`src/rtl/core_pkg.sv`:
```
// Shared decode-stage definitions for the pending-write scoreboard.
// Provides the register address type, the hard-wired zero register address
// and the architectural register count.
package core_pkg;
   localparam int REG_ADDR_WIDTH = 5;
   localparam int NUM_REGS       = 2**REG_ADDR_WIDTH;

   typedef logic [REG_ADDR_WIDTH-1:0] reg_addr_t;

   localparam reg_addr_t X0_ADDR = '0;
endpackage

```
`src/rtl/reg_scoreboard_if.sv`:
```
// Decode/write-back bundle between the decode stage (master) and the
// pending-write scoreboard (slave).
//   issue_*  : instruction presented for issue, with its sources and destination
//   wb_*     : write-back strobe and address (same as register_file write port)
interface reg_scoreboard_if #(
   parameter int REG_ADDR_WIDTH = 5
);
   logic                      issue_valid_i;
   logic                      issue_ready_o;
   logic [REG_ADDR_WIDTH-1:0] rs1_addr_i;
   logic [REG_ADDR_WIDTH-1:0] rs2_addr_i;
   logic                      rs1_used_i;
   logic                      rs2_used_i;
   logic [REG_ADDR_WIDTH-1:0] rd_addr_i;
   logic                      rd_we_i;
   logic                      wb_valid_i;
   logic [REG_ADDR_WIDTH-1:0] wb_addr_i;

   modport master (
      output issue_valid_i, rs1_addr_i, rs2_addr_i, rs1_used_i, rs2_used_i,
             rd_addr_i, rd_we_i, wb_valid_i, wb_addr_i,
      input  issue_ready_o
   );

   modport slave (
      input  issue_valid_i, rs1_addr_i, rs2_addr_i, rs1_used_i, rs2_used_i,
             rd_addr_i, rd_we_i, wb_valid_i, wb_addr_i,
      output issue_ready_o
   );
endinterface

```
`src/rtl/reg_scoreboard_pending_counter.sv`:
```
// Per-register outstanding-write counter.
//   clk, rst     : clock, synchronous active-high reset
//   inc, dec     : one issue / one write-back this cycle (both => no change)
//   clr          : flush, forces zero and overrides inc/dec
//   is_zero      : current count is zero
//   is_max       : current count is at its saturation value
//   nonzero_next : next-state count is nonzero (feeds the registered busy flag)
module pending_counter #(
   parameter int CNT_WIDTH = 2
) (
   input  logic clk,
   input  logic rst,
   input  logic inc,
   input  logic dec,
   input  logic clr,
   output logic is_zero,
   output logic is_max,
   output logic nonzero_next
);
   logic [CNT_WIDTH-1:0] cnt_reg;
   logic [CNT_WIDTH-1:0] cnt_next;

   always_comb begin
      cnt_next = cnt_reg;
      if (clr) begin
         cnt_next = '0;
      end else if (inc && !dec) begin
         cnt_next = cnt_reg + CNT_WIDTH'(1);
      end else if (dec && !inc) begin
         cnt_next = cnt_reg - CNT_WIDTH'(1);
      end
   end

   always_ff @(posedge clk) begin
      if (rst) begin
         cnt_reg <= '0;
      end else begin
         cnt_reg <= cnt_next;
      end
   end

   assign is_zero      = (cnt_reg == '0);
   assign is_max       = (cnt_reg == '1);
   assign nonzero_next = (cnt_next != '0);
endmodule

```
`src/rtl/reg_scoreboard.sv`:
```
// Pending-write scoreboard for the decode stage. Tracks outstanding
// write-backs per architectural register (x0 excluded) and holds decode on
// read-after-write hazards and on counter saturation.
//   clk, rst        : clock, synchronous active-high reset
//   sb (slave)      : issue handshake, source/destination fields, write-back
//   flush_i         : kill all in-flight instructions, clear pending counts
//   stall_o         : instruction presented but not accepted
//   busy_o          : some register has a pending write (registered)
//   err_o           : sticky, write-back arrived with nothing pending
//   stall_cycles_o  : saturating stall-cycle counter
module reg_scoreboard #(
   parameter int REG_ADDR_WIDTH = 5,
   parameter int CNT_WIDTH      = 2,
   parameter int PERF_WIDTH     = 32
) (
   input  logic                  clk,
   input  logic                  rst,
   reg_scoreboard_if.slave       sb,
   input  logic                  flush_i,
   output logic                  stall_o,
   output logic                  busy_o,
   output logic                  err_o,
   output logic [PERF_WIDTH-1:0] stall_cycles_o
);
   import core_pkg::*;

   localparam int NREGS = 2**REG_ADDR_WIDTH;
   localparam logic [REG_ADDR_WIDTH-1:0] ZERO_ADDR = REG_ADDR_WIDTH'(X0_ADDR);

   logic [NREGS-1:0]      zero_vec;
   logic [NREGS-1:0]      max_vec;
   logic [NREGS-1:0]      live_next;
   logic [NREGS-1:0]      inc_vec;
   logic [NREGS-1:0]      dec_vec;
   logic                  raw1;
   logic                  raw2;
   logic                  sat;
   logic                  ready;
   logic                  fire;
   logic                  wb_err;
   logic                  busy_reg;
   logic                  err_reg;
   logic [PERF_WIDTH-1:0] stall_cnt_reg;

   // x0 behaves as a counter that is always zero and never saturates.
   assign zero_vec[0]  = 1'b1;
   assign max_vec[0]   = 1'b0;
   assign live_next[0] = 1'b0;
   assign inc_vec[0]   = 1'b0;
   assign dec_vec[0]   = 1'b0;

   // The hazard view uses registered counts only: a write-back this cycle
   // does not release a reader until the next cycle.
   assign raw1  = sb.rs1_used_i && (sb.rs1_addr_i != ZERO_ADDR) && !zero_vec[sb.rs1_addr_i];
   assign raw2  = sb.rs2_used_i && (sb.rs2_addr_i != ZERO_ADDR) && !zero_vec[sb.rs2_addr_i];
   assign sat   = sb.rd_we_i && (sb.rd_addr_i != ZERO_ADDR) && max_vec[sb.rd_addr_i];
   assign ready = !(raw1 || raw2 || sat) && !flush_i;

   assign sb.issue_ready_o = ready;
   assign fire             = sb.issue_valid_i && ready;
   assign stall_o          = sb.issue_valid_i && !ready;

   genvar gi;
   generate
      for (gi = 1; gi < NREGS; gi++) begin : g_cnt
         assign inc_vec[gi] = fire && sb.rd_we_i &&
                              (sb.rd_addr_i == REG_ADDR_WIDTH'(gi));
         // An unexpected write-back must not underflow the counter.
         assign dec_vec[gi] = sb.wb_valid_i &&
                              (sb.wb_addr_i == REG_ADDR_WIDTH'(gi)) && !zero_vec[gi];

         pending_counter #(
            .CNT_WIDTH (CNT_WIDTH)
         ) u_cnt (
            .clk          (clk),
            .rst          (rst),
            .inc          (inc_vec[gi]),
            .dec          (dec_vec[gi]),
            .clr          (flush_i),
            .is_zero      (zero_vec[gi]),
            .is_max       (max_vec[gi]),
            .nonzero_next (live_next[gi])
         );
      end
   endgenerate

   // Write-backs of killed instructions during a flush are not errors.
   assign wb_err = sb.wb_valid_i && (sb.wb_addr_i != ZERO_ADDR) &&
                   zero_vec[sb.wb_addr_i] && !flush_i;

   always_ff @(posedge clk) begin
      if (rst) begin
         busy_reg      <= 1'b0;
         err_reg       <= 1'b0;
         stall_cnt_reg <= '0;
      end else begin
         busy_reg <= |live_next;
         if (wb_err) begin
            err_reg <= 1'b1;
         end
         if (stall_o && (stall_cnt_reg != '1)) begin
            stall_cnt_reg <= stall_cnt_reg + PERF_WIDTH'(1);
         end
      end
   end

   assign busy_o         = busy_reg;
   assign err_o          = err_reg;
   assign stall_cycles_o = stall_cnt_reg;
endmodule
```
`src/flat_wrapper.sv`:
```
// flat-port wrapper written by rule: the top's interface ports become plain ports
module reg_scoreboard_flat import core_pkg::*;
#(
   parameter int REG_ADDR_WIDTH = 5,
   parameter int CNT_WIDTH      = 2,
   parameter int PERF_WIDTH     = 32
)
  (clk, rst, flush_i, stall_o, busy_o, err_o, stall_cycles_o, sb_issue_valid_i, sb_rs1_addr_i, sb_rs2_addr_i, sb_rs1_used_i, sb_rs2_used_i, sb_rd_addr_i, sb_rd_we_i, sb_wb_valid_i, sb_wb_addr_i, sb_issue_ready_o);
  reg_scoreboard_if #(.REG_ADDR_WIDTH(REG_ADDR_WIDTH)) sb_i ();
  input  logic clk;
  input  logic rst;
  input  logic flush_i;
  output logic stall_o;
  output logic busy_o;
  output logic err_o;
  output logic [PERF_WIDTH-1:0] stall_cycles_o;
  input wire logic [$bits(sb_i.issue_valid_i)-1:0] sb_issue_valid_i;
  input wire logic [$bits(sb_i.rs1_addr_i)-1:0] sb_rs1_addr_i;
  input wire logic [$bits(sb_i.rs2_addr_i)-1:0] sb_rs2_addr_i;
  input wire logic [$bits(sb_i.rs1_used_i)-1:0] sb_rs1_used_i;
  input wire logic [$bits(sb_i.rs2_used_i)-1:0] sb_rs2_used_i;
  input wire logic [$bits(sb_i.rd_addr_i)-1:0] sb_rd_addr_i;
  input wire logic [$bits(sb_i.rd_we_i)-1:0] sb_rd_we_i;
  input wire logic [$bits(sb_i.wb_valid_i)-1:0] sb_wb_valid_i;
  input wire logic [$bits(sb_i.wb_addr_i)-1:0] sb_wb_addr_i;
  output wire logic [$bits(sb_i.issue_ready_o)-1:0] sb_issue_ready_o;
  assign sb_i.issue_valid_i = sb_issue_valid_i;
  assign sb_i.rs1_addr_i = sb_rs1_addr_i;
  assign sb_i.rs2_addr_i = sb_rs2_addr_i;
  assign sb_i.rs1_used_i = sb_rs1_used_i;
  assign sb_i.rs2_used_i = sb_rs2_used_i;
  assign sb_i.rd_addr_i = sb_rd_addr_i;
  assign sb_i.rd_we_i = sb_rd_we_i;
  assign sb_i.wb_valid_i = sb_wb_valid_i;
  assign sb_i.wb_addr_i = sb_wb_addr_i;
  assign sb_issue_ready_o = sb_i.issue_ready_o;
  reg_scoreboard #(.REG_ADDR_WIDTH(REG_ADDR_WIDTH), .CNT_WIDTH(CNT_WIDTH), .PERF_WIDTH(PERF_WIDTH)) u_core (.clk(clk), .rst(rst), .sb(sb_i), .flush_i(flush_i), .stall_o(stall_o), .busy_o(busy_o), .err_o(err_o), .stall_cycles_o(stall_cycles_o));
endmodule
```
`config.mk`:
```
export PLATFORM = sky130hd
export DESIGN_NAME = reg_scoreboard_flat
export DESIGN_NICKNAME = d
export VERILOG_FILES = /design/src/rtl/core_pkg.sv /design/src/rtl/reg_scoreboard_if.sv /design/src/rtl/reg_scoreboard_pending_counter.sv /design/src/rtl/reg_scoreboard.sv /design/src/flat_wrapper.sv
export SDC_FILE = /design/constraint.sdc
export NUM_CORES = 1
export LEC_CHECK = 0
export BUFFER_PORTS_ARGS = -buffer_cell sky130_fd_sc_hd__buf_2
export CORE_MARGIN = 2
export CORE_UTILIZATION = 35
export DETAILED_ROUTE_END_ITERATION = 8
export SLEW_MARGIN = 15
export SYNTH_ARGS = -nofsm -noshare
export SYNTH_HDL_FRONTEND = slang
export SYNTH_SLANG_ARGS = --single-unit
```
`constraint.sdc`:
```
create_clock -name clk -period 10.7 [get_ports clk]
set_clock_uncertainty 0.2 [all_clocks]
set_input_delay 1.605 -clock clk [delete_from_list [all_inputs] [get_ports clk]]
set_output_delay 1.605 -clock clk [all_outputs]
set_load 0.1 [all_outputs]
```
Yosys cells after proc, flatten, opt, wreduce, memory -nomap -nowiden

Index checks and enable logic that the tools add are counted.

Bits in registers: 96
Input bits: 28
Word-level logic and storage cells: 632

Add/subtract/negate cells: 63
$lt $le $gt $ge: 4
Equality and inequality tests: 94
Mux-type cells: 101
Reductions and logical operators: 336

Operators by type and width:

| kind                                                        | number |
|---|---|
| two-way mux 2 bit                                           | 93 |
| logical AND 1 bit                                           | 169 |
| == test 5 bit (second input constant)                       | 32 |
| zero test 1 bit                                             | 98 |
| == test 5 x 4 -> 1 bit (second input constant)              | 16 |
| adder 2 x 1 -> 2 bit (second input constant)                | 31 |
| == test 2 bit (second input constant)                       | 31 |
| zero test 2 bit                                             | 31 |
| nonzero test 2 bit                                          | 31 |
| subtractor 2 x 1 -> 2 bit (second input constant)           | 31 |
| == test 5 x 3 -> 1 bit (second input constant)              | 8 |
| adder 32 x 1 -> 32 bit (second input constant)              | 1 |
| inequality test 32 bit (second input constant)              | 1 |
| OR reduction 31 bit                                         | 1 |
| less-than comparator 5 x 6 -> 1 bit (second input constant) | 4 |
| binary-select mux 1 bit (select 5 bit)                      | 4 |
| == test 5 x 2 -> 1 bit (second input constant)              | 4 |
| nonzero test 5 bit                                          | 4 |
| == test 5 x 1 -> 1 bit (second input constant)              | 2 |
| two-way mux 1 bit                                           | 4 |
| logical OR 1 bit                                            | 2 |

Logic depth before layout (Yosys ltp)

Gate-level depths: netlist of the first run.

Depth in word-level cells: 19
Depth in mapped cells: 16
Depth with buffers taken out: 14

By module

Synthesis of the first run repeated with hierarchy kept, for this count alone.

Cell total of the unflattened synthesis: 981
Area total of the unflattened synthesis: 8236.6 um^2

By module, submodules not included:

| module          | times used | cells an instance | area an instance (um^2) |
|---|---|---|---|
| pending_counter | 31         | 18                | 153.9 |
| reg_scoreboard  | 1          | 423               | 3465.8 |

Worst setup path before layout of the first run

Ideal clock, no wire load.

Kind: input to output
Start: input port sb_rs2_addr_i[0]
End: output port stall_o
Arrival time: 4.872 ns
Data required time: 8.895 ns
Slack: 4.023 ns
Cell stages on the path: 8
Buffers on the path: 1
Cell sequence: buf_2 -> mux4_1 -> mux2_2 -> o32ai_4 -> nor2_1 -> nand3_2 -> inv_2 -> nor2_1

Cells in the longest elaborated chain, start to end: 10
Elaborated cells on any way between the ends: 12

RTL lines:

| item                                    | line                 | text |
|---|---|---|
| start, declared                         | flat_wrapper.sv:19   | `input wire logic [$bits(sb_i.rs2_addr_i)-1:0] sb_rs2_addr_i;` |
| binary-select mux 1 bit (select 5 bit)  | reg_scoreboard.sv:55 | `assign raw2 = sb.rs2_used_i && (sb.rs2_addr_i != ZERO_ADDR) && !zero_vec[sb.rs2_addr_i];` |
| two-way mux 1 bit (not written as such) | reg_scoreboard.sv:55 |  |
| zero test 1 bit                         | reg_scoreboard.sv:55 |  |
| logical AND 1 bit (*)                   | reg_scoreboard.sv:55 |  |
| logical OR 1 bit (*) (2 in a row)       | reg_scoreboard.sv:57 | `assign ready = !(raw1 \|\| raw2 \|\| sat) && !flush_i;` |
| zero test 1 bit (*)                     | reg_scoreboard.sv:57 |  |
| logical AND 1 bit (*)                   | reg_scoreboard.sv:57 |  |
| net sb_issue_ready_o                    | flat_wrapper.sv:26   | `output wire logic [$bits(sb_i.issue_ready_o)-1:0] sb_issue_ready_o;` |
| zero test 1 bit (*)                     | reg_scoreboard.sv:61 | `assign stall_o = sb.issue_valid_i && !ready;` |
| logical AND 1 bit (*)                   | reg_scoreboard.sv:61 |  |
| end, declared                           | flat_wrapper.sv:13   | `output logic stall_o;` |

Mark *: on every way through the listed nets, which the timed path passes. The rest lies on a longest branch. The select of a mux whose other input is x is not followed.

Worst setup path in the final report of the first run

Start: input port sb_rd_addr_i[0]
End: output port sb_issue_ready_o

Cells in the longest elaborated chain, start to end: 6
Elaborated cells on any way between the ends: 8

RTL lines:

| item                                                                                | line                 | text |
|---|---|---|
| start, declared                                                                     | flat_wrapper.sv:22   | `input wire logic [$bits(sb_i.rd_addr_i)-1:0] sb_rd_addr_i;` |
| binary-select mux 1 bit (select 5 bit) / nonzero test 5 bit (equally long branches) | reg_scoreboard.sv:56 | `assign sat = sb.rd_we_i && (sb.rd_addr_i != ZERO_ADDR) && max_vec[sb.rd_addr_i];` |
| two-way mux 1 bit (not written as such) / logical AND 1 bit (equally long branches) | reg_scoreboard.sv:56 |  |
| logical AND 1 bit (*)                                                               | reg_scoreboard.sv:56 |  |
| logical OR 1 bit (*)                                                                | reg_scoreboard.sv:57 |  |
| zero test 1 bit (*)                                                                 | reg_scoreboard.sv:57 |  |
| logical AND 1 bit (*)                                                               | reg_scoreboard.sv:57 |  |
| end, declared                                                                       | flat_wrapper.sv:26   |  |

Every way passes the cells marked *; elsewhere a longest branch is shown, timed or not. The select of a mux whose other input is x is not followed.

==> results of run 1 <==
power groups by stage:
stage	registers, mW	clock network (mW)	logic, mW
after CTS	0.360	0.345	0.0854
after global placement	0.368	0	0.0852
final	0.360	0.338	0.0860
after floorplan	0.376	0	0.0520
after global routing	0.360	0.359	0.0908
after detailed placement	0.368	0	0.0852
final cells by class:
| class | count | area [um^2] | share of cell area |
|---|---|---|---|
| Multi-Input combinational cell | 729 | 5560 | 0.634 |
| Sequential cell | 96 | 1920 | 0.219 |
| Tap cell | 285 | 357 | 0.0407 |
| Timing Repair Buffer | 64 | 323 | 0.0368 |
| Inverter | 83 | 312 | 0.0355 |
| Clock buffer | 11 | 243 | 0.0277 |
| Clock inverter | 5 | 56.3 | 0.00642 |
synth_stat cells, types with 22 or more instances:
cell type / n
nor2_1: 118
ha_1: 63
xnor2_1: 76
nor2b_1: 22
or3_1: 30
dfxtp_1: 96
mux4_2: 24
inv_1: 82
nand2_1: 58
clkbuf_1: 22
nor3_1: 42
nand3_1: 38
metal layers:
metal,up-vias,global-route usage
met1,3321,0.269
met4,0,0.0847
met3,57,0.0379
li1,3402,-
met5,-,0
met2,287,0.324
cells in the final DEF, fill, tap and decap left out, drive strengths merged, types with 7 or more instances in the layout:
| cell | count |
|---|---|
| nor2 | 118 |
| dfxtp | 96 |
| inv | 83 |
| xnor2 | 77 |
| buf | 64 |
| ha | 63 |
| nand2 | 58 |
| nor3 | 42 |
| nand3 | 39 |
| or3 | 30 |
| mux4 | 26 |
| nor2b | 22 |
| maj3 | 21 |
| a21oi | 21 |
| mux2i | 20 |
| o21ai | 18 |
| nand4 | 17 |
| and3 | 12 |
| mux2 | 12 |
| xor2 | 11 |
| nor4 | 11 |
| o211ai | 11 |
| clkbuf | 11 |
| a31oi | 9 |
| nand3b | 8 |
| a211oi | 7 |
| or2 | 7 |
critical path, stage by stage:
cell	delay, ns
buf_2	0.37
mux4_2	0.55
a2bb2oi_1	0.14
a22oi_1	0.27
o211a_1	0.76
nand3_2	0.22
inv_2	0.21
buf_2	0.46
final timing paths:
check                           depth (start not counted)                         to                                    startpoint
worst max-delay path                                    8           sb_issue_ready_o                               sb_rd_addr_i[0]
worst max register to register                         13   u_core.busy_o$_SDFF_PP0_  u_core.g_cnt[30].u_cnt.cnt_reg[0]$_SDFF_PP0_
worst min-delay path                                    2  u_core.err_o$_SDFFE_PP0P_                     u_core.err_o$_SDFFE_PP0P_
worst min register to register                          2  u_core.err_o$_SDFFE_PP0P_                     u_core.err_o$_SDFFE_PP0P_
per-stage QoR:
stage / power, mW / cells / util / hold WS [ns]
6_report: 0.783 / 1273 / 0.390 / 0.290
4_1_cts: 0.790 / 1273 / 0.390 / 0.298
2_1_floorplan: 0.428 / 946 / - / 0.361
3_5_place_dp: 0.453 / 1257 / 0.376 / 0.282
5_1_grt: 0.809 / 1273 / 0.390 / 0.317
3_3_place_gp: 0.453 / 1257 / 0.376 / 0.275
logic make-up (layout without fill, tap and decap cells):
group | after synthesis | count (layout) | share of synthesized area
flops | 96 | 96 | 0.241
simple gates | 393 | 393 | 0.249
compound gates | 106 | 106 | 0.108
fa+ha+maj | 84 | 84 | 0.125
mux | 58 | 58 | 0.117
buf+inv | 121 | 163 | 0.0620
xor+xnor | 88 | 88 | 0.0976
==> flow_metrics.py, run 1 <==
metrics = {
    "synth": {
        "synth.avg_cell_area_um2": 8.43,
        "synth-seq-cells": 96,
        "async_flop_share": 0,
        "synth.distinct_cells": 74,
        "synth_edf_count": 0,
        "synthesis.instances": 946,
        "yosys.area.top_type_share": 0.241,
        "synthesis.nets": 1037,
        "synth_warnings": 0,
        "ys.flop_type": "dfxtp_1",
        "yosys.area.top_type": "dfxtp_1",
        "yosysSeqAreaShare": 0.241,
        "syn_area_um2": 7970,
        "synthTopCellsByArea": "dfxtp_1 (24%), ha_1 (9.9%), xnor2_1 (8.3%), mux4_2 (6.8%), nor2_1 (5.6%)",
    },
    "cts": {
        "cts_tree": "built",
        "cts_buffer_depth": 2,
        "clkSlewWorstSetupHoldPaths_ns": 0.07,
        "cts_hold_buf": 0,
        "post_cts_buffers": 0,
        "clk_latency_ns": 0.35,
        "cts_root_buffer": "clkbuf_16",
        "ctsHtreeMaxLevel": 3,
        "cts_sinks": 96,
        "cts_resized": 0,
        "cts_inserted_buffers": 9,
    },
    "timing": {
        "slew_viol_final": 0,
        "hold_violations": 0,
        "finalSetupViolations": 0,
        "clock.fmax_mhz": 156,
        "fin_crit_sh": 0.600,
        "worst_pin_slew_ns": 1.08,
        "rsz0062_at_grt": "false",
        "layout_setup_ws_ns": 4.29,
        "finalSetupTns_ns": 0,
        "layout_min_cycle_time_ns": 6.41,
        "slew_headroom": 0.281,
    },
    "detailed_routing": {
        "wl_met3_um": 1930,
        "highest_layer": "met4",
        "via_per_inst": 5.55,
        "wl_met1_um": 10600,
        "dr.pass1.iters": 6,
        "routed_wl_um": 24100,
        "num_vias": 7067,
        "drcViolationCount": 0,
        "met2_length_um": 10600,
        "drtIter0Drc": 507,
        "wl_per_cell_um": 18.9,
        "antenna_left": 0,
    },
    "global_route": {
        "grt_overflow": 0,
        "grt_pass1_wl_um": 37500,
        "track_usage": 0.203,
        "grt_max_degree": 50,
        "antenna_found_initial": 0,
        "grt_pass1_vias": 6691,
    },
    "layout": {
        "nFillCells": 2244,
        "finalInstanceArea_um2": 8770,
        "area_delta_synth_final_pct": 9.98,
        "drive_above_1_share": 0.145,
        "diodes": 0,
        "largest_register_ffs": 62,
        "nets": 1074,
    },
    "worst_setup_path": {
        "crit_path_end_kind": "primary output",
        "cp_max_fo": 27,
        "required_ns": 8.90,
        "rrSetupSlack_ns": 5.88,
        "setup.worst_path.class": "in -> out",
        "crit_arrival_ns": 4.61,
        "cp-start-kind": "input pin",
    },
    "power": {
        "swShare": 0.275,
        "cellInternalPower_mw": 0.568,
        "vdd_drop_max_mv": 0.0652,
        "switching_power_mw": 0.215,
        "p_per_area_nw_per_um2": 89.3,
        "p_clk_frac": 0.431,
        "power_frac_seq": 0.459,
        "combPwrFrac": 0.110,
        "p_leak_nw": 3.21,
    },
    "placement": {
        "place_congestion": 0.942,
        "dpl.hpwl_um": 18600,
        "dp_slack_ns": 4.32,
        "dpl-instance-area_um2": 8470,
        "portBuffers": 63,
    },
    "die": {
        "start_util": 0.354,
        "core_area_um2": 22500,
        "fp.dieArea_um2": 24000,
        "die_h_um": 155,
        "io_pins": 64,
        "num_rows": 55,
        "die_x_um": 155,
    },
    "flow_run": {
        "maxCapViolCount": 0,
    },
    "hold_path": {
        "hold_class": "reg -> reg",
    },
    "status": {
        "run_status": "complete, no violations",
    },
}
(Power assumes the default switching activity.)
==> run 2, diff against run 1 <==
- clock period: 10.7 -> 6.5 ns (I/O delays scaled with it)
==> run 2 against run 1 <==
Net effect: non-clock buffer count increased by 3; largest power group unchanged; register-to-register slack got worse by 4.4 ns; setup slack got worse by 3.2 ns; die area unchanged; worst hold slack got worse by 0.022 ns; combinational power increased by 67%; power increased by 61%; via count increased by 0.96%; critical path depth increased by 4; core utilization about the same; sequential cell count unchanged; critical endpoint is now u_core.busy_o$_SDFF_PP0_.
==> flow_metrics.py, run 2 (synthesized netlist as in run 1, its figures left out) <==
metrics = {
    "layout": {
        "final_cell_mix": "nor2_1 (118), dfxtp_1 (96), inv_1 (82), xnor2_1 (76)",
        "final_common_cell": "nor2_1",
        "drive_above_1_share": 0.147,
        "finalInstanceArea_um2": 8780,
        "area_delta_synth_final_pct": 10.1,
        "nets": 1077,
        "largest_register_ffs": 62,
    },
    "cts": {
        "cts_buffer_depth": 2,
        "cts_inserted_buffers": 9,
        "clkSlewWorstSetupHoldPaths_ns": 0.07,
        "ctsHtreeMaxLevel": 3,
        "post_cts_buffers": 0,
        "clk_latency_ns": 0.35,
        "cts_sinks": 96,
        "cts_root_buffer": "clkbuf_16",
        "cts_resized": 0,
        "cts_hold_buf": 0,
        "cts_tree": "built",
    },
    "global_route": {
        "grt_pass1_vias": 6628,
        "track_usage": 0.203,
        "antenna_found_initial": 1,
        "grt_max_degree": 50,
        "grt_overflow": 0,
        "grt_pass1_wl_um": 37800,
    },
    "power": {
        "cellInternalPower_mw": 0.909,
        "vdd_drop_max_mv": 0.120,
        "power_frac_seq": 0.470,
        "p_clk_frac": 0.415,
        "p_leak_nw": 3.22,
        "p_per_area_nw_per_um2": 144,
        "switching_power_mw": 0.351,
        "swShare": 0.279,
        "power_mw": 1.26,
        "combPwrFrac": 0.115,
    },
    "worst_setup_path": {
        "required_ns": 6.48,
        "max_stage_delay_ns": 0.88,
        "rr_startpoint": "u_core.g_cnt[28].u_cnt.cnt_reg[0]$_SDFF_PP0_",
        "startpoint": "sb_rd_addr_i[0]",
        "cp_slowest_cell": "o211a_1",
        "rrSetupSlack_ns": 1.51,
        "worstSetupEndpoint": "u_core.busy_o$_SDFF_PP0_",
        "cp-start-kind": "input pin",
        "r2r_end": "u_core.busy_o$_SDFF_PP0_",
        "crit_path_end_kind": "register",
        "cp_cell_sequence": "buf_2 -> mux4_2 -> a2bb2oi_1 -> a22oi_1 -> o211a_1 -> nand4_1 -> xnor2_1 -> nand4_1 -> or4_1 -> or4_1 -> nor4_2 -> o22ai_1",
        "reg2regPathDepth": 13,
        "setup.worst_path.class": "in -> reg",
        "cp_max_fo": 27,
        "crit_arrival_ns": 5.41,
    },
    "timing": {
        "fin_crit_sh": 0.835,
        "finalSetupViolations": 0,
        "slew_headroom": 0.255,
        "layout_setup_ws_ns": 1.07,
        "worst_pin_slew_ns": 1.12,
        "finalSetupTns_ns": 0,
        "rsz0062_at_grt": "false",
        "clock.fmax_mhz": 184,
        "hold_violations": 0,
        "slew_viol_final": 0,
        "layout_min_cycle_time_ns": 5.43,
    },
    "detailed_routing": {
        "drcViolationCount": 0,
        "drtIter0Drc": 543,
        "num_vias": 7135,
        "dr.pass1.iters": 5,
        "via_per_inst": 5.59,
        "antenna_left": 0,
        "routed_wl_um": 24200,
        "wl_per_cell_um": 19.0,
    },
    "hold_path": {
        "hold_class": "reg -> reg",
        "min_path_cells": 2,
    },
    "die": {
        "core_area_um2": 22500,
        "die_h_um": 155,
        "start_util": 0.354,
        "fp.dieArea_um2": 24000,
        "die_x_um": 155,
        "num_rows": 55,
        "io_pins": 64,
    },
    "placement": {
        "portBuffers": 63,
        "place_congestion": 0.982,
        "dp_slack_ns": 0.788,
        "dpl.hpwl_um": 18600,
        "dpl-instance-area_um2": 8490,
    },
    "flow_run": {
        "maxCapViolCount": 0,
    },
    "status": {
        "run_status": "complete, no violations",
    },
}
[run 2: cell types whose count changed in the layout (fill, tap and decap cells not counted), sizes merged]
cell      change
buf           +3
bufinv        -1
clkbuf        +1
clkinvlp      -1
diode         +1
inv           +1
[run 2: cell type report]
cell class / count / area, um^2
diodes: 1 / 2.50
clock buffers: 12 / 256
clock inverters: 4 / 27.5
fillers: 2309 / 13700
inverters: 83 / 312
multi-input cells: 729 / 5560
flip-flops and latches: 96 / 1920
well taps: 285 / 357
repair buffers: 67 / 345
[run 2: power groups by stage]
stage	Combinational, mW	Clock (mW)	Sequential (mW)
finish	0.144	0.523	0.592
global route	0.151	0.558	0.592
CTS	0.142	0.537	0.592
detailed placement	0.142	0	0.606
global placement	0.142	0	0.606
floorplan	0.0856	0	0.619
[run 2: worst min path at each step]
stage	start	to	slack [ns]
after floorplan	u_core.g_cnt[1].u_cnt.cnt_reg[1]$_SDFF_PP0_	u_core.g_cnt[1].u_cnt.cnt_reg[1]$_SDFF_PP0_	0.36
after global placement	u_core.err_o$_SDFFE_PP0P_	u_core.err_o$_SDFFE_PP0P_	0.27
after detailed placement	u_core.err_o$_SDFFE_PP0P_	u_core.err_o$_SDFFE_PP0P_	0.26
after CTS	u_core.err_o$_SDFFE_PP0P_	u_core.err_o$_SDFFE_PP0P_	0.27
after global routing	u_core.err_o$_SDFFE_PP0P_	u_core.err_o$_SDFFE_PP0P_	0.32
final	u_core.err_o$_SDFFE_PP0P_	u_core.err_o$_SDFFE_PP0P_	0.27
[run 2: routing by layer]
| metal | wire (um) | vias to the layer above | share of wire | GRT usage |
|---|---|---|---|---|
| met4 | 1050 | 0 | 0.043 | 0.0908 |
| met1 | 10500 | 3350 | 0.43 | 0.271 |
| li1 | - | 3423 | - | - |
| met2 | 10700 | 308 | 0.44 | 0.318 |
| met3 | 1950 | 54 | 0.080 | 0.0401 |
| met5 | 0 | - | 0 | 0 |
[run 2: critical path, delay by kind of cell]
kind / cells / cell delay [ns]
AOI/OAI and AO/OA: 4 / 1.42
xor gates and xnor gates: 1 / 0.36
buffers and inverters: 1 / 0.39
muxes: 1 / 0.56
and+or+nand+nor: 5 / 1.67
[run 2: through the flow]
stage	util	hold WS [ns]	std cells
floorplan	-	0.361	946
global placement	0.377	0.268	1260
detailed placement	0.377	0.258	1260
CTS	0.390	0.273	1276
global route	0.390	0.318	1276
finish	0.390	0.268	1277
==> run 3, diff against run 2 <==
- clock period: 6.5 -> 5.4 ns (I/O delays scaled with it)
==> run 3 against run 2 <==
Net effect: clock power up 26%; cell count increased by 0.47%; non-clock buffer count increased by 7; critical path type unchanged.
==> flow_metrics.py, run 3 (synthesized netlist as in run 1, its figures left out) <==
metrics = {
    "power": {
        "p_per_area_nw_per_um2": 175,
        "p_leak_nw": 3.26,
        "vdd_drop_max_mv": 0.140,
    },
    "worst_setup_path": {
        "cp_cell_sequence": "buf_2 -> mux4_2 -> a2bb2oi_1 -> a22oi_1 -> o211a_1 -> buf_4 -> nand3_1 -> xnor2_1 -> nand4_1 -> or4_1 -> or4_1 -> nor4_2 -> o22ai_1",
        "cp_common_cell": "or4_1",
        "required_ns": 5.40,
        "crit_arrival_ns": 4.79,
        "max_stage_delay_ns": 0.56,
        "cp_top_family": "simple AND/OR/NAND/NOR gates",
        "setup.worst_path.class": "in -> reg",
        "cp_max_fo": 17,
        "crit_path_end_kind": "register",
        "cp-start-kind": "input pin",
        "crit_buf_inv": 2,
        "cp_slowest_cell": "mux4_2",
    },
    "timing": {
        "slew_headroom": 0.265,
        "finalSetupViolations": 0,
        "finalSetupTns_ns": 0,
        "rsz0062_at_grt": "false",
        "fin_crit_sh": 0.887,
        "hold_slack_ns": 0.304,
        "worst_pin_slew_ns": 1.10,
        "slew_viol_final": 0,
        "clock.fmax_mhz": 209,
        "hold_violations": 0,
        "layout_min_cycle_time_ns": 4.79,
    },
    "layout": {
        "final_common_cell": "nor2_1",
        "diodes": 0,
        "fin_cells": 1283,
        "multi_input_area_um2": 5560,
        "area_delta_synth_final_pct": 11.0,
        "drive_above_1_share": 0.154,
        "largest_register_ffs": 62,
        "final_cell_mix": "nor2_1 (118), dfxtp_1 (96), inv_1 (82), xnor2_1 (76)",
        "seq_area_um2": 1920,
        "nFillCells": 2238,
        "finalInstanceArea_um2": 8850,
        "post-route-util": 0.393,
        "nets": 1084,
    },
    "placement": {
        "dpl.hpwl_um": 19500,
        "dpl-instance-area_um2": 8540,
        "portBuffers": 63,
        "dp_cells": 1267,
        "place_congestion": 0.971,
    },
    "global_route": {
        "antenna_found_initial": 0,
        "grt_pass1_vias": 6732,
        "grt_pass1_wl_um": 38900,
        "track_usage": 0.211,
        "grt_overflow": 0,
        "grt_max_degree": 50,
    },
    "cts": {
        "post_cts_buffers": 0,
        "cts_sinks": 96,
        "cts_hold_buf": 0,
        "cts_resized": 0,
        "ctsHtreeMaxLevel": 3,
        "clk_latency_ns": 0.37,
        "clkSlewWorstSetupHoldPaths_ns": 0.08,
        "cts_buffer_depth": 2,
        "cts_root_buffer": "clkbuf_16",
        "cts_inserted_buffers": 9,
        "cts_tree": "built",
    },
    "detailed_routing": {
        "drtIter0Drc": 679,
        "antenna_left": 0,
        "wl_per_cell_um": 19.5,
        "via_per_inst": 5.61,
        "drcViolationCount": 0,
        "dr.pass1.iters": 5,
        "num_vias": 7192,
        "routed_wl_um": 25000,
    },
    "status": {
        "run_status": "complete, no violations",
    },
    "die": {
        "start_util": 0.354,
        "fp.dieArea_um2": 24000,
        "io_pins": 64,
        "die_h_um": 155,
        "num_rows": 55,
        "core_area_um2": 22500,
        "die_x_um": 155,
    },
    "flow_run": {
        "maxCapViolCount": 0,
    },
    "hold_path": {
        "hold_class": "reg -> reg",
    },
}
-- run 3: final timing paths --
check | startpoint | cells past startpoint | slack [ns] | endpoint
min reg2reg | u_core.err_o$_SDFFE_PP0P_ | 2 | 0.30 | u_core.err_o$_SDFFE_PP0P_
max reg2reg | u_core.g_cnt[31].u_cnt.cnt_reg[1]$_SDFF_PP0_ | 14 | 0.80 | u_core.busy_o$_SDFF_PP0_
max | sb_rd_addr_i[0] | 13 | 0.61 | u_core.busy_o$_SDFF_PP0_
min | u_core.err_o$_SDFFE_PP0P_ | 2 | 0.30 | u_core.err_o$_SDFFE_PP0P_
-- run 3: area by class of cell --
| class | count | area share |
|---|---|---|
| repair buffers | 74 | 0.0450 |
| well taps | 285 | 0.0403 |
| flip-flops and latches | 96 | 0.217 |
| clock buffers | 12 | 0.0301 |
| multi-input cells | 729 | 0.628 |
| clock inverters | 4 | 0.00410 |
| inverters | 83 | 0.0352 |
-- run 3: where the power goes --
group / internal, mW / leakage, nW / total (mW) / switching (mW)
Clock: 0.356 / 0.147 / 0.660 / 0.304
Sequential: 0.710 / 0.773 / 0.713 / 0.00271
Combinational: 0.0458 / 2.34 / 0.178 / 0.132
-- run 3: worst min-delay path, delay by kind of cell (launching register included) --
kind,cells,cell delay (ns)
flops,1,0.34
simple gates,1,0.08
compound gates,1,0.05
-- run 3: routing by layer --
metal	up-vias	GRT usage	part of all wire
li1	3415	-	-
met1	3406	0.287	0.44
met2	315	0.331	0.44
met3	56	0.0435	0.081
met4	0	0.0772	0.034
met5	-	0	0
-- run 3: through the flow --
stage	total power, mW	worst slack [ns]
floorplan	0.849	0.313
global placement	0.903	0.396
detailed placement	0.903	0.346
CTS	1.57	0.717
global route	1.60	0.435
finish	1.55	0.611
